--- config.mk ---
export PLATFORM = sky130hd
export DESIGN_NAME = line_follow_ctrl
export DESIGN_NICKNAME = d
export VERILOG_FILES = /design/src/rtl/lf_pkg.sv /design/src/rtl/motor_ramp.sv /design/src/rtl/line_follow_ctrl.sv
export SDC_FILE = /design/constraint.sdc
export NUM_CORES = 1
export LEC_CHECK = 0
export BUFFER_PORTS_ARGS = -buffer_cell sky130_fd_sc_hd__buf_2
export CAP_MARGIN = 25
export CORE_AREA = 2 2 80 90
export DETAILED_ROUTE_END_ITERATION = 10
export DIE_AREA = 0 0 82 92
export PLACE_DENSITY_LB_ADDON = 0.12
export SLEW_MARGIN = 15
export SYNTH_ARGS = -nofsm -noshare
export SYNTH_HDL_FRONTEND = slang
export SYNTH_SLANG_ARGS = --single-unit
--- constraint.sdc ---
create_clock -name clk -period 5.8 [get_ports clk]
set_clock_uncertainty 0.2 [all_clocks]
set_input_delay 0.87 -clock clk [delete_from_list [all_inputs] [get_ports clk]]
set_output_delay 0.87 -clock clk [all_outputs]
set_load 0.02 [all_outputs]
--- src/rtl/lf_pkg.sv ---
// rtl/lf_pkg.sv - shared types and helpers for the line follower steering block
package lf_pkg;

  localparam int SPD_W     = 4;
  localparam int MAX_SPEED = 10;

  typedef enum logic [2:0] {
    ST_IDLE   = 3'd0,
    ST_FWD    = 3'd1,
    ST_LEFT   = 3'd2,
    ST_RIGHT  = 3'd3,
    ST_SEARCH = 3'd4,
    ST_STOP   = 3'd5
  } state_t;

  typedef enum logic {
    TURN_L = 1'b0,
    TURN_R = 1'b1
  } turn_t;

  function automatic logic [SPD_W-1:0] clamp_speed(input int s);
    if (s > MAX_SPEED) return SPD_W'(MAX_SPEED);
    if (s < 0) return '0;
    return SPD_W'(s);
  endfunction

  function automatic logic is_active(input state_t s);
    return !(s == ST_IDLE || s == ST_STOP);
  endfunction

  // 101 has no meaning on the bar, so it leaves the state alone.
  function automatic state_t decode_pat(input logic [2:0] p, input state_t cur);
    case (p)
      3'b010, 3'b111: return ST_FWD;
      3'b110, 3'b100: return ST_LEFT;
      3'b011, 3'b001: return ST_RIGHT;
      3'b000:         return ST_SEARCH;
      default:        return cur;
    endcase
  endfunction

endpackage

--- src/rtl/motor_ramp.sv ---
// rtl/motor_ramp.sv - per-wheel speed/direction ramp, one step per control tick
module motor_ramp
  import lf_pkg::*;
(
  input  logic             clk,
  input  logic             rst_n,
  input  logic             tick,
  input  logic [SPD_W-1:0] tgt_speed,
  input  logic             tgt_fwd,
  output logic [SPD_W-1:0] speed,
  output logic             fwd,
  output logic [SPD_W-1:0] speed_nxt
);

  localparam logic [SPD_W-1:0] ONE = SPD_W'(1);
  localparam logic [SPD_W-1:0] TOP = SPD_W'(MAX_SPEED);

  logic [SPD_W-1:0] tgt;
  logic             fwd_nxt;

  assign tgt = (tgt_speed > TOP) ? TOP : tgt_speed;

  // A direction change must first bleed the wheel down to a standstill.
  always_comb begin
    speed_nxt = speed;
    fwd_nxt   = fwd;
    if (tick) begin
      if (tgt_fwd != fwd) begin
        if (speed != '0) speed_nxt = speed - ONE;
        else             fwd_nxt   = tgt_fwd;
      end else if (speed < tgt) begin
        speed_nxt = speed + ONE;
      end else if (speed > tgt) begin
        speed_nxt = speed - ONE;
      end
    end
  end

  always_ff @(posedge clk or negedge rst_n) begin
    if (!rst_n) begin
      speed <= '0;
      fwd   <= 1'b1;
    end else begin
      speed <= speed_nxt;
      fwd   <= fwd_nxt;
    end
  end

endmodule

--- src/rtl/line_follow_ctrl.sv ---
// rtl/line_follow_ctrl.sv - IR bar debounce, steering FSM and wheel ramps for the line follower
module line_follow_ctrl
  import lf_pkg::*;
#(
  parameter int TICK_DIV   = 100000,
  parameter int DEB_TICKS  = 3,
  parameter int CRUISE     = 8,
  parameter int SLOW       = 3,
  parameter int SEARCH_SPD = 4,
  parameter int LOST_TICKS = 2000
) (
  input  logic       clk,
  input  logic       rst_n,
  input  logic       run,
  input  logic [2:0] sensor,
  output logic       mLEN,
  output logic       mREN,
  output logic [3:0] mLspeed,
  output logic [3:0] mRspeed,
  output logic       mLfwd,
  output logic       mRfwd,
  output logic [2:0] state
);

  localparam int TW = (TICK_DIV > 1) ? $clog2(TICK_DIV) : 1;
  localparam int DW = $clog2(DEB_TICKS + 1);
  localparam int LW = (LOST_TICKS > 1) ? $clog2(LOST_TICKS) : 1;

  localparam logic [SPD_W-1:0] SPD_CRUISE = clamp_speed(CRUISE);
  localparam logic [SPD_W-1:0] SPD_SLOW   = clamp_speed(SLOW);
  localparam logic [SPD_W-1:0] SPD_SEARCH = clamp_speed(SEARCH_SPD);

  logic [TW-1:0]    tick_cnt;
  logic             tick;
  logic [2:0]       s_meta, s_sync;
  logic [2:0]       cand, pat, pat_nxt;
  logic [DW-1:0]    deb_cnt, deb_cnt_nxt;
  logic [LW-1:0]    lost_cnt;
  state_t           st, st_nxt;
  turn_t            last_turn;
  logic [SPD_W-1:0] l_tgt, r_tgt, l_speed_nxt, r_speed_nxt;
  logic             l_tgt_fwd, r_tgt_fwd;

  always_ff @(posedge clk or negedge rst_n) begin
    if (!rst_n) begin
      tick_cnt <= '0;
      tick     <= 1'b0;
      s_meta   <= '0;
      s_sync   <= '0;
    end else begin
      tick     <= (tick_cnt == TW'(TICK_DIV - 1));
      tick_cnt <= (tick_cnt == TW'(TICK_DIV - 1)) ? '0 : tick_cnt + TW'(1);
      s_meta   <= sensor;
      s_sync   <= s_meta;
    end
  end

  // The FSM sees the pattern accepted on this very tick, not last tick's.
  always_comb begin
    deb_cnt_nxt = deb_cnt;
    pat_nxt     = pat;
    if (tick) begin
      if (s_sync == cand)
        deb_cnt_nxt = (deb_cnt == DW'(DEB_TICKS)) ? deb_cnt : deb_cnt + DW'(1);
      else
        deb_cnt_nxt = DW'(1);
      if (deb_cnt_nxt == DW'(DEB_TICKS) && s_sync != 3'b101)
        pat_nxt = s_sync;
    end
  end

  always_comb begin
    st_nxt = st;
    if (tick) begin
      if (!run) begin
        st_nxt = ST_IDLE;
      end else begin
        case (st)
          ST_IDLE: st_nxt = ST_FWD;
          ST_STOP: st_nxt = ST_STOP;
          default: begin
            if (st == ST_SEARCH && pat_nxt == 3'b000 && lost_cnt == LW'(LOST_TICKS - 1))
              st_nxt = ST_STOP;
            else
              st_nxt = decode_pat(pat_nxt, st);
          end
        endcase
      end
    end
  end

  always_ff @(posedge clk or negedge rst_n) begin
    if (!rst_n) begin
      cand      <= 3'b010;
      pat       <= 3'b010;
      deb_cnt   <= '0;
      lost_cnt  <= '0;
      st        <= ST_IDLE;
      last_turn <= TURN_L;
      mLEN      <= 1'b0;
      mREN      <= 1'b0;
    end else if (tick) begin
      cand    <= s_sync;
      pat     <= pat_nxt;
      deb_cnt <= deb_cnt_nxt;
      st      <= st_nxt;
      if (st != ST_SEARCH)
        lost_cnt <= '0;
      else if (lost_cnt != LW'(LOST_TICKS - 1))
        lost_cnt <= lost_cnt + LW'(1);
      if (st_nxt == ST_LEFT)  last_turn <= TURN_L;
      if (st_nxt == ST_RIGHT) last_turn <= TURN_R;
      mLEN <= is_active(st_nxt) || (l_speed_nxt != '0);
      mREN <= is_active(st_nxt) || (r_speed_nxt != '0);
    end
  end

  // Idle and stop aim for zero while keeping whatever direction the wheel has.
  always_comb begin
    l_tgt     = '0;
    r_tgt     = '0;
    l_tgt_fwd = mLfwd;
    r_tgt_fwd = mRfwd;
    case (st)
      ST_FWD: begin
        l_tgt = SPD_CRUISE; l_tgt_fwd = 1'b1;
        r_tgt = SPD_CRUISE; r_tgt_fwd = 1'b1;
      end
      ST_LEFT: begin
        l_tgt = SPD_SLOW;   l_tgt_fwd = 1'b1;
        r_tgt = SPD_CRUISE; r_tgt_fwd = 1'b1;
      end
      ST_RIGHT: begin
        l_tgt = SPD_CRUISE; l_tgt_fwd = 1'b1;
        r_tgt = SPD_SLOW;   r_tgt_fwd = 1'b1;
      end
      ST_SEARCH: begin
        l_tgt     = SPD_SEARCH;
        r_tgt     = SPD_SEARCH;
        l_tgt_fwd = (last_turn == TURN_R);
        r_tgt_fwd = (last_turn == TURN_L);
      end
      default: ;
    endcase
  end

  motor_ramp u_ramp_l (
    .clk       (clk),
    .rst_n     (rst_n),
    .tick      (tick),
    .tgt_speed (l_tgt),
    .tgt_fwd   (l_tgt_fwd),
    .speed     (mLspeed),
    .fwd       (mLfwd),
    .speed_nxt (l_speed_nxt)
  );

  motor_ramp u_ramp_r (
    .clk       (clk),
    .rst_n     (rst_n),
    .tick      (tick),
    .tgt_speed (r_tgt),
    .tgt_fwd   (r_tgt_fwd),
    .speed     (mRspeed),
    .fwd       (mRfwd),
    .speed_nxt (r_speed_nxt)
  );

  assign state = st;

endmodule

Word level (Yosys, flattened, before mapping)
Index checks and enable logic that the tools add are counted.

storage, ports and cells
  bits in read-only memories = 0
  logic and storage cells = 113
  output and inout port bits = 15
  bits of input ports = 6
  latch bits = 0
  memory bits (writable) = 0
  bits in registers = 59
  memories = 0

operators by class
  shift operators = 0
  div/mod/pow operators = 0
  muxes and demuxes = 31
  reductions and logical operators = 26
  equality and inequality tests = 24
  $mul = 0
  bitwise operators = 3
  add/sub/neg operators = 7
  $lt $le $gt $ge = 6

operators by type and width
  operator                 number
  $mux W4                  12
  $pmux W4 S3              2
  $mux W11                 2
  $eq A3 B2 Y1 const B     6
  $eq A3 B3 Y1 const B     6
  $add A17 B1 Y17 const B  1
  $eq A17 B17 Y1 const B   1
  $mux W17                 1
  $reduce_bool A4 Y1       4
  $mux W3                  5
  $pmux W3 S4              1
  $add A11 B1 Y11 const B  1
  $eq A11 B11 Y1 const B   1
  $ne A11 B11 Y1 const B   1
  $reduce_or A2 Y1         5
  $logic_not A3 Y1         3
  $add A4 B1 Y4 const B    2
  $gt A4 B4 Y1             2
  $gt A4 B4 Y1 const B     2
  $lt A4 B4 Y1             2
  $sub A4 B1 Y4 const B    2
  $eq A3 B1 Y1 const B     2
  $mux W2                  3
  $ne A3 B3 Y1 const B     2
  other kinds (15)         28

Logic depth before layout (Yosys ltp)
Gate-level depths: netlist of run 1.

  depth after elaboration = 19
  depth in mapped cells = 13

Cells and area by module
A second synthesis of run 1 with hierarchy kept.

second synthesis, totals
  cells, all modules = 369
  area, all modules = 3,590.9 µm²

by module, submodules not included
  module            cells an instance  times used  area an instance (µm²)
  line_follow_ctrl  245                1           2,452.4
  motor_ramp        62                 2           569.3

Least setup slack after synthesis of run 1
Ideal clock, no wire load.

  path kind = reg-to-reg
  start = register st[2], in the netlist state[2]
  end = register mREN
  path slack = 2,755 ps
  stages on the path, launching flop included = 11
  data arrival time = 2,714 ps
  data required time = 5,469 ps
  buffers on the path = 1
  period minus slack after synthesis = 3,045 ps
  cell sequence = dfrtp_1 -> clkbuf_1 -> or3b_2 -> ha_1 -> o21a_1 -> o31ai_1 -> nand2_1 -> o211ai_1 -> a32oi_1 -> nor4_1 -> a31oi_1

between the ends
  word-level cells in the longest chain between the ends = 12

RTL lines
  element                                       RTL line                 source
  start, declared                               line_follow_ctrl.sv:39   state_t st, st_nxt;
  start signal, assigned                        line_follow_ctrl.sv:106  st <= st_nxt;
  $eq A3 B2 Y1 or $eq A3 B1 Y1 (tied branches)  line_follow_ctrl.sv:124  case (st)
  $reduce_or A2 Y1 (no line)                    -
  $pmux W4 S3                                   line_follow_ctrl.sv:124
  $gt A4 B4 Y1                                  motor_ramp.sv:21         assign tgt = (tgt_speed > TOP) ? TOP : tgt_speed;
  $mux W4                                       motor_ramp.sv:21
  $gt A4 B4 Y1                                  motor_ramp.sv:33         end else if (speed > tgt) begin
  $mux W4                                       motor_ramp.sv:33
  $mux W4                                       motor_ramp.sv:31         end else if (speed < tgt) begin
  $mux W4                                       motor_ramp.sv:28         if (tgt_fwd != fwd) begin
  $mux W4                                       motor_ramp.sv:27         if (tick) begin
  $reduce_bool A4 Y1                            line_follow_ctrl.sv:114  mREN <= is_active(st_nxt) || (r_speed_nxt != '0);
  $logic_or A1 B1 Y1 (*)                        line_follow_ctrl.sv:114
  end signal, assigned                          line_follow_ctrl.sv:114
  end, declared                                 line_follow_ctrl.sv:17   output logic mREN,

Mark *: on every way between the ends. The rest lies on a longest branch, timed or not.
A chain may end at the register's enable or synchronous reset.

Final worst setup path of run 1
  start = register st[2], in the netlist state[2]
  end = register mLEN

between the ends
  word-level cells in the longest chain between the ends = 12

RTL lines
  element                                       RTL line                 source
  $eq A3 B2 Y1 or $eq A3 B1 Y1 (tied branches)  line_follow_ctrl.sv:124
  $reduce_or A2 Y1 (no line)                    -
  $pmux W4 S3                                   line_follow_ctrl.sv:124
  $gt A4 B4 Y1                                  motor_ramp.sv:21
  $mux W4                                       motor_ramp.sv:21
  $gt A4 B4 Y1                                  motor_ramp.sv:33
  $mux W4                                       motor_ramp.sv:33
  $mux W4                                       motor_ramp.sv:31
  $mux W4 (*)                                   motor_ramp.sv:28
  $mux W4 (*)                                   motor_ramp.sv:27
  net l_speed_nxt[2]                            line_follow_ctrl.sv:41   logic [SPD_W-1:0] l_tgt, r_tgt, l_speed_nxt, r_speed_nxt;
  $reduce_bool A4 Y1 (*)                        line_follow_ctrl.sv:113  mLEN <= is_active(st_nxt) || (l_speed_nxt != '0);
  $logic_or A1 B1 Y1 (*)                        line_follow_ctrl.sv:113
  end signal, assigned                          line_follow_ctrl.sv:113
  end, declared                                 line_follow_ctrl.sv:16   output logic mLEN,

The timed path passes the listed nets; every way through them passes the cells marked *.

==> impl_results.md, run 1 <==
* Die H at 92 um
* Chip width at 82 um
* Initial core utilization at 0.528
* TritonCTS buffer count at 9
* DRC viols at 0
* Clock power frac at 0.469
* Required @ worst endpoint at 5.81 ns
* HP Class: reg2reg
* Worst path arrival time at 3.22 ns
* Worst r2r src: state[2]$_DFFE_PN0P_
* Internal Power at 626 uW
* CTS sink cnt at 59
* Critical hold path startpoint: s_meta[0]$_DFF_PN0_
* Total I/O pin count at 21
* Remaining Overflow, GRT at 0
* Post-synth top flop: dfrtp_1
* Tightest Pin Transition at 0.917 ns
* Run status: finished clean
* Post-synth EDFFs at 0
* Synth top area cells: dfrtp_1, ha_1, xor2_1
* Reg2reg path depth at 9
* CP Max Fanout at 16
* Clock transition at path regs at 0.07 ns
* Max_cap viols at 0
* Synth Area in Adders at 0.0493
* RSZ-0062 raised after global routing: no
* Area share of and/or/nand/nor cells after synthesis at 0.212
* Mapped Area at 3550 um2
* Root Driver: clkbuf_8
* PwrDens at 208 nW/um2
* Most common cell after layout, fill and taps aside: dfrtp_1
* Drt first pass iters at 4
* Routed vias/inst at 5.80
* CP Class: reg2reg
* Syn-to-layout area delta at 9.72%
* Worst Setup Start Kind: flip-flop
* Synth Area in Compound Gates at 0.165
* Unique masters post-synth at 73
* Clock buffer depth at 2
* Main combinational cell family by area after synthesis: simple AND/OR/NAND/NOR gates
* Static leakage at between 0.0015 and 0.002 uW
* Post-CTS setup buffers at 0
* Max Fclk at 0.311 GHz
* Max_slew headroom at 0.383
* Total track usage at 0.217
* Post-synth ARST share at 1.00
* TNS Setup at 0 ns
* Fin crit share at 0.554
* Final setup viols at 0
* Antenna diode count at 0
* Hold-fix buffers at CTS at 0
* Flop2flop setup slack at 2.59 ns
* Via count at 2,779
* First-pass GRT wire length at 12,400 um
* Placer Congestion at 0.818
* Initial antenna violation count at 0
* Commonest cells after routing, fill and taps aside: dfrtp_1, nor2_1, nand2_1
* Sequential fraction of the synthesis area at 0.417
* NetSw at roughly 180 uW
* Syn Area/Cell at 9.71 um2
* Fin. Hold Viols at 0
* Core area at 6730 um2
* Gate power share at 0.018
* Hpwl dp at 5090 um
* Vias in the first global route at 2,676
* TritonCTS clock tree: built
* Worst R2R End: mLEN$_DFFE_PN0P_
* Leading area contributor after synthesis: dfrtp_1
* Post-synthesis mux area share at 0.0303
* Final Max Tran Viols at 0
* Critical Path End Type: flip-flop
* Synthesized net count at 386
* Min-Delay Endpoint: s_sync[0]$_DFF_PN0_
* Seq cells post-synth at 59
* Sw Share at 0.227
* Synth top area share at 0.387
* Total die area at 7540 um2
* Peak supply drop at around 0.00015 V
* Port buffer count at 20
* Reg power frac at 0.514
* Largest net degree at the start of global routing at 60
* CTS H-Tree Depth at 3
* Share of post-route cells with drive strength above 1 at 0.175
* Mapped Cells at approximately 370
* Total Nets Final at about 410
* Avg WL per Cell at 15.2 um
* ANT nets after route at 0
* Cts repair resizes at 0
* Xor-xnor portion of the synthesized cell area at 0.0803
* Hold Path Cell Cnt at 0
* Synth warn at 0
* Total wire length at approximately 7300 um
* Final min period at 3.21 ns
* Site row count at 32
* Power, Total at 810 uW
* DR iter-0 viols at 123
* Latest clock arrival within the worst-skew pair at 0.34 ns
-- cell families after synthesis --
kind of cell	after synthesis
and+or+nand+nor	141
AOI/OAI and AO/OA	81
DFF	59
buffers and inverters	31
xor gates and xnor gates	30
adders and majority gates	14
muxes	10
-- sequential cells by signal (all words and copies together) (netlist names) --
name	cells
lost_cnt	11
deb_cnt	2
cand	3
u_ramp_r.speed	4
mLEN	1
state	3
tick	1
tick_cnt	17
u_ramp_r.fwd	1
s_meta	3
s_sync	3
pat	3
last_turn	1
u_ramp_l.fwd	1
u_ramp_l.speed	4
mREN	1
-- critical path, stage by stage, from the launching register on --
cell and delay [ns]:
dfrtp_1 0.64, or3b_1 0.55, ha_1 0.36, o21a_1 0.13, o31a_1 0.24, o211ai_1 0.13
a41oi_1 0.27, o211ai_2 0.13, nor4_1 0.31, a31oi_1 0.12
-- per-stage QoR --
stage          setup slack (ns)  cell area [um2]  cells  utilization  hold WS (ns)
2_1_floorplan              2.75             3550    366            -         0.131
3_3_place_gp               2.72             3690    463        0.549         0.133
3_5_place_dp               2.62             3690    463        0.549         0.135
4_1_cts                    2.62             3900    479        0.579         0.152
5_1_grt                    2.35             3900    479        0.579         0.162
6_report                   2.59             3900    479        0.579         0.150
-- cell type report --
class / instances / area [um2]
Fill cell: 624 / 2830
Multi-Input combinational cell: 276 / 1910
Sequential cell: 59 / 1480
Clock buffer: 10 / 138
Timing Repair Buffer: 23 / 123
Tap cell: 85 / 106
Inverter: 20 / 75.1
Clock inverter: 6 / 65.1
-- worst max-delay path by stage --
stage,to,startpoint,slack (ns),depth (start not counted)
CTS,mLEN$_DFFE_PN0P_,state[2]$_DFFE_PN0P_,2.62,9
floorplan,mREN$_DFFE_PN0P_,state[2]$_DFFE_PN0P_,2.75,10
finish,mLEN$_DFFE_PN0P_,state[2]$_DFFE_PN0P_,2.59,9
global placement,mLEN$_DFFE_PN0P_,state[2]$_DFFE_PN0P_,2.72,9
global route,mREN$_DFFE_PN0P_,state[2]$_DFFE_PN0P_,2.35,12
detailed placement,mLEN$_DFFE_PN0P_,state[2]$_DFFE_PN0P_,2.62,9
-- Yosys cell counts (all sizes together) (2+ instances only) --
cell,number
o22ai,3
xnor2,13
ha,14
a41oi,4
nand2,26
mux2i,4
xor2,17
o211ai,5
or2,2
and3,6
and4,3
and2,4
dfrtp,55
o21a,3
or3,3
nor3b,2
a21oi,10
a221oi,2
or3b,2
mux2,6
nor4,7
a21o,4
clkbuf,7
nor2b,6
a31oi,5
a21boi,2
nor3,6
buf,4
o21ai,22
o22a,3
inv,20
o31a,2
nand2b,2
dfstp,4
nand4,11
nor2,31
o31ai,2
or4,2
a211oi,2
nand3,24
-- power by group through the flow --
stage	Clock [uW]	Combinational [uW]	Sequential, uW
3_5_place_dp	0	15.0	424
5_1_grt	407	16.7	416
2_1_floorplan	0	3.97	423
4_1_cts	390	15.0	416
6_report	380	14.3	416
3_3_place_gp	0	14.8	424
-- layer usage --
layer,track usage,vias to the layer above,part of all wire
li1,-,1377,-
met1,0.286,1333,0.47
met2,0.337,50,0.47
met3,0.0305,19,0.026
met4,0.125,0,0.030
met5,0,-,0
Power figures use the tool's default switching activity.
==> inputs of run 2 (changes only) <==
Clock period 5.8 ns to 2.9 ns, I/O delays scaled along.
==> run 2 against run 1 <==
Against the previous run: the flow now finishes with violations (negative setup slack); first-iteration DRC count fell by 24%; setup slack got worse by 2.7 ns; highest routed layer unchanged; critical endpoint unchanged; fmax is 5.2% higher; clock-buffer cell count increased by 1; largest cell class unchanged; flip-flop and latch count did not move; routed wire length rose by 9.2%; power rose by 100%.
==> impl_results.md, run 2 (synthesis gave the netlist of run 1 again) <==
* Fin. Hold Viols at 0 (unchanged)
* Max_slew headroom at 0.599 (+0.216)
* CTS sink cnt at 59 (unchanged)
* Clock transition at path regs at 0.07 ns (about the same)
* Root Driver: clkbuf_8
* Final min period at 3.05 ns (-0.159 ns)
* TritonCTS clock tree: built
* Sequential Area at 1480 um2 (+0.17%)
* Non-Filler Instances at 502 (+4.8%)
* Routed vias/inst at 5.92 (+2.1%)
* CP delay by family, top: simple AND/OR/NAND/NOR gates
* Commonest cells after routing, fill and taps aside: dfrtp_1, nor2_1, nand2_1
* Fin crit share at 1.05 (+0.499)
* CP cell instances: buf_6 -> nor3_4 -> inv_2 -> ha_4 -> nor2b_4 -> o31a_1 -> buf_4 -> o211ai_1 -> and2_1 -> o211ai_2 -> nor4_2 -> a31oi_1
* Latest clock arrival within the worst-skew pair at 0.33 ns (about the same)
* CTS H-Tree Depth at 3 (unchanged)
* Placed insts at 474 (+2.4%)
* Failing checks: negative setup slack
* Total Nets Final at 433 (+5.9%)
* TritonCTS buffer count at 9 (unchanged)
* Static leakage at 0.00183 uW (+7.9%)
* Worst r2r src: state[2]$_DFFE_PN0P_
* Fill cells at 565 (-9.5%)
* CP Class: reg2reg
* Via count at 2,974 (+7.0%)
* Critical hold path startpoint: s_meta[1]$_DFF_PN0_
* DR iter-0 viols at 93 (-24%)
* Final Max Tran Viols at 0 (unchanged)
* Avg WL per Cell at 15.9 um (+4.2%)
* DRC viols at 0 (unchanged)
* Fin util at 0.627 (+0.0472)
* Run status: complete, but fails checks
* Total track usage at 0.217 (about the same)
* Critical Path Start: state[2]$_DFFE_PN0P_
* Total die area at 7540 um2 (unchanged)
* Final setup viols at 1 (+1)
* Slowest cell on crit path: dfrtp_2
* Buf+Inv Stages, Crit Path at 3 (+3)
* Tightest Pin Transition at 0.596 ns (-0.321 ns)
* Share of post-route cells with drive strength above 1 at 0.264 (+0.0887)
* Setup Slack @ Placement at -0.0556 ns (-2.68 ns)
* Antenna diode count at 0 (unchanged)
* Largest regs: tick_cnt x17, lost_cnt x11
* Initial antenna violation count at 0 (unchanged)
* Chip width at 82 um (unchanged)
* Most common cell after layout, fill and taps aside: dfrtp_1
* RSZ-0062 raised after global routing: yes
* Power, Total at 1630 uW (+100%)
* Placer Congestion at 0.871 (+6.4%)
* Hpwl dp at 5410 um (+6.2%)
* Hold WS at 0.153 ns (+0.00269 ns)
* Vias in the first global route at 2,790 (+4.3%)
* Critical Path End Type: flip-flop
* Required @ worst endpoint at 2.90 ns (-2.91 ns)
* Largest net degree at the start of global routing at 27 (-55%)
* Max incr delay on CP at 0.45 ns (-0.19 ns)
* Die H at 92 um (unchanged)
* CP Max Fanout at 6 (-10)
* Syn-to-layout area delta at 18.7%
* Worst path arrival time at 3.05 ns (-0.17 ns)
* Drt first pass iters at 4 (unchanged)
* ANT nets after route at 0 (unchanged)
* Port buffer count at 20 (unchanged)
* Top reg by flops: tick_cnt
* Largest register FFs at 17 (unchanged)
* Max_cap viols at 0 (unchanged)
* Peak supply drop at 0.000363 V (+140%)
* First-pass GRT wire length at 12,700 um (+2.7%)
* HP Class: reg2reg
* Worst Setup Start Kind: flip-flop
* PwrDens at 386 nW/um2 (+86%)
* Clock buffer depth at 2 (unchanged)
* Total I/O pin count at 21 (unchanged)
* Core area at 6730 um2 (unchanged)
* Multi-input logic area at 2030 um2 (+6.2%)
* Max Fclk at 0.328 GHz (+5.2%)
* Total wire length at 7960 um (+9.2%)
* Site row count at 32 (unchanged)
* Remaining Overflow, GRT at 0 (unchanged)
* Setup WS post-layout at -0.152 ns (-2.74 ns)
* Initial core utilization at 0.528 (unchanged)
[run 2: per-layer routing]
metal | track usage | routed length (um) | up-vias
met2 | 0.360 | 3970 | 77
met3 | 0.0541 | 345 | 13
met4 | 0.0764 | 172 | 0
met1 | 0.270 | 3480 | 1457
li1 | - | - | 1427
met5 | 0 | 0 | -
[run 2: worst register-to-register path, stage by stage, from the launching register on]
cell and delay, ns:
dfrtp_2 0.45, buf_6 0.14, nor3_4 0.21, inv_2 0.07
ha_4 0.21, nor2b_4 0.12, o31a_1 0.33, buf_4 0.15
o211ai_1 0.24, and2_1 0.19, o211ai_2 0.12, nor4_2 0.35
a31oi_1 0.13
[run 2: per-stage QoR]
stage	instance area, um2	setup TNS [ns]
6_report	4220	-0.152
5_1_grt	4220	-0.344
4_1_cts	4030	0
3_5_place_dp	3780	-0.0556
3_3_place_gp	3780	0
2_1_floorplan	3560	0
[run 2: repair_timing]
action,4_1_cts,5_1_grt
hold endpoints to repair,27,0
pin swaps,0,20
setup endpoints to repair,1,3
buffers inserted,0,9
hold buffers,4,0
gates resized for setup,1,25
[run 2: cell type report]
cell class	instances	area share
Sequential cell	59	0.352
Multi-Input combinational cell	276	0.481
Tap cell	85	0.0252
Clock inverter	4	0.0119
Clock buffer	11	0.0359
Timing Repair Buffer	47	0.0760
Inverter	20	0.0178
[run 2: worst paths after layout]
check	end	slack, ns	cells after the start
max	mLEN$_DFFE_PN0P_	-0.15	12
min	s_sync[1]$_DFF_PN0_	0.15	0
max reg2reg	mLEN$_DFFE_PN0P_	-0.15	12
min reg2reg	s_sync[1]$_DFF_PN0_	0.15	0
max in group asynchronous	cand[1]$_DFFE_PN1P_	1.32	3
min in group asynchronous	s_meta[2]$_DFF_PN0_	0.45	2
[run 2: where the power goes]
part | switching (uW) | leakage, uW | internal [uW] | total, uW
Sequential | 5.23 | 0.000763 | 827 | 833
Combinational | 22.9 | 0.000972 | 11.4 | 34.3
Clock | 324 | 0.0000974 | 437 | 761
==> inputs of run 3 (changes only) <==
Settings changed: BUFFER_PORTS_ARGS -buffer_cell sky130_fd_sc_hd__buf_2 to -buffer_cell sky130_fd_sc_hd__buf_4.
==> run 3 against run 2 <==
Against the previous run: the run now ends clean; register-to-register slack improved by 0.21 ns; die area did not move; non-clock buffer count shrank 2; power shrank 0.46%; cell area increased by 1.0%; largest power group unchanged; sequential power hardly changed; combinational power down 1%; utilization grew 0.63 points; first-iteration DRC count increased by 51%; routed wire length is 5.5% lower.
==> impl_results.md, run 3 (synthesis gave the netlist of run 1 again) <==
* Run status: finished clean
* CTS sink cnt at 59 (unchanged)
* Fin. Hold Viols at 0 (unchanged)
* PwrDens at 381 nW/um2 (-1.5%)
* CP Class: reg2reg
* CTS H-Tree Depth at 3 (unchanged)
* Required @ worst endpoint at 2.90 ns (about the same)
* Placer Congestion at 0.870 (about the same)
* Latest clock arrival within the worst-skew pair at 0.33 ns (about the same)
* Final min period at 2.84 ns (-0.210 ns)
* Most common cell after layout, fill and taps aside: dfrtp_1
* HP Class: reg2reg
* Port buffer count at 20 (unchanged)
* Final setup viols at 0 (-1)
* Clock power frac at 0.466 (about the same)
* Initial antenna violation count at 0 (unchanged)
* Setup WS post-layout at 0.0581 ns (+0.210 ns)
* Slowest cell on crit path: dfrtp_2
* ANT nets after route at 0 (unchanged)
* First-pass GRT wire length at 12,100 um (-4.8%)
* Gate power share at 0.021 (about the same)
* Core area at 6730 um2 (unchanged)
* Max_cap viols at 0 (unchanged)
* Total track usage at 0.208 (-0.00830)
* Total I/O pin count at 21 (unchanged)
* NetSw at 344 uW (-2.2%)
* Largest regs: tick_cnt x17, lost_cnt x11
* Drt first pass iters at 5 (+1)
* Antenna diode count at 0 (unchanged)
* Initial core utilization at 0.528 (unchanged)
* Internal Power at 1280 uW (about the same)
* Placed insts at 471 (-0.63%)
* Static leakage at 0.00183 uW (-0.17%)
* Worst path arrival time at 2.84 ns (-0.21 ns)
* Reg power frac at 0.514 (+0.003)
* Max Fclk at 0.352 GHz (+7.4%)
* Worst Setup Start Kind: flip-flop
* Peak supply drop at 0.000297 V (-18%)
* DR iter-0 viols at 140 (+51%)
* Power, Total at 1620 uW (-0.46%)
* Commonest cells after routing, fill and taps aside: dfrtp_1, buf_4, nor2_1
* Max incr delay on CP at 0.45 ns (about the same)
* Clock buffer depth at 2 (unchanged)
* Fin util at 0.633 (+0.00633)
* Total wire length at 7520 um (-5.5%)
* Vias in the first global route at 2,727 (-2.3%)
* Remaining Overflow, GRT at 0 (unchanged)
* CP cell instances: or3b_4 -> ha_4 -> o21a_1 -> o31a_1 -> buf_4 -> nor2_1 -> o2111ai_1 -> nand3_2 -> nor4_2 -> a31oi_1
* Largest net degree at the start of global routing at 60 (+120%)
* Via count at 2,949 (-0.84%)
* Total die area at 7540 um2 (unchanged)
* Tightest Pin Transition at 0.724 ns (+0.128 ns)
* Root Driver: clkbuf_8
* Hold WS at 0.149 ns (-0.00312 ns)
* TritonCTS clock tree: built
* Site row count at 32 (unchanged)
* Chip width at 82 um (unchanged)
* Setup Slack @ Placement at -0.0193 ns (+0.0363 ns)
* Avg WL per Cell at 15.0 um (-5.2%)
* Final Max Tran Viols at 0 (unchanged)
* TritonCTS buffer count at 9 (unchanged)
* Top reg by flops: tick_cnt
* DRC viols at 0 (unchanged)
* Syn-to-layout area delta at 19.9%
* Fin crit share at 0.980 (-0.0723)
* Clock transition at path regs at 0.07 ns (about the same)
* Fill cells at 569 (+0.71%)
* Total Nets Final at 431 (-0.46%)
* Hpwl dp at 5100 um (-5.7%)
* Sw Share at 0.213 (-0.00368)
* Max_slew headroom at 0.518 (-0.0818)
* Die H at 92 um (unchanged)
* Largest register FFs at 17 (unchanged)
* Share of post-route cells with drive strength above 1 at 0.260 (-0.00355)
* Critical Path End Type: flip-flop
* Routed vias/inst at 5.90 (-0.44%)
* Non-Filler Instances at 500 (-0.40%)
* CP Max Fanout at 5 (-1)
run 3: area by class of cell:
cell class                      instances  area [um2]  share of cell area
Inverter                               20        75.1              0.0176
Sequential cell                        59        1480               0.349
Clock inverter                          4        50.0              0.0118
Tap cell                               85         106              0.0250
Timing Repair Buffer                   45         348              0.0817
Multi-Input combinational cell        276        2040               0.480
Clock buffer                           11         151              0.0356
run 3: worst max-delay path: cells and delay by family, from the launching register on:
family / cells / cell delay (ns)
AOI/OAI and AO/OA: 4 / 0.75
buffers and inverters: 1 / 0.16
DFF: 1 / 0.45
and+or+nand+nor: 4 / 0.87
adders and majority gates: 1 / 0.28
run 3: path summary, 6_finish.rpt:
kind                       cells after the start                 start                   end  slack [ns]
max                                           10  state[0]$_DFFE_PN0P_      mLEN$_DFFE_PN0P_        0.06
min in group asynchronous                      2                 rst_n   s_meta[0]$_DFF_PN0_        0.51
max reg2reg                                   10  state[0]$_DFFE_PN0P_      mLEN$_DFFE_PN0P_        0.06
min reg2reg                                    0   s_meta[0]$_DFF_PN0_   s_sync[0]$_DFF_PN0_        0.15
min                                            0   s_meta[0]$_DFF_PN0_   s_sync[0]$_DFF_PN0_        0.15
max in group asynchronous                      2                 rst_n  state[2]$_DFFE_PN0P_        1.48
run 3: what timing repair did:
action,in CTS,in global routing
hold buffers,4,0
setup buffers,2,8
gates resized for setup,4,18
pin swaps,3,20
hold endpoints to repair,58,0
endpoints found under the setup margin,1,2
run 3: layer usage:
metal / vias to the layer above / part of all wire / track usage
met5: - / 0 / 0
met4: 0 / 0.024 / 0.0861
met3: 14 / 0.043 / 0.0571
met2: 71 / 0.50 / 0.339
met1: 1444 / 0.44 / 0.258
li1: 1420 / - / -
run 3: stage by stage:
| stage | TNS [ns] | cell area [um2] |
|---|---|---|
| finish | 0 | 4260 |
| global route | -0.0461 | 4260 |
| CTS | 0 | 4090 |
| detailed placement | -0.0193 | 3810 |
| floorplan | 0 | 3560 |
| global placement | 0 | 3810 |
run 3: power groups by stage:
stage | logic (uW) | registers (uW) | clock network [uW]
floorplan | 7.94 | 847 | 0
global placement | 30.6 | 847 | 0
detailed placement | 31.2 | 848 | 0
CTS | 35.4 | 832 | 780
global route | 39.6 | 833 | 819
finish | 33.8 | 832 | 754
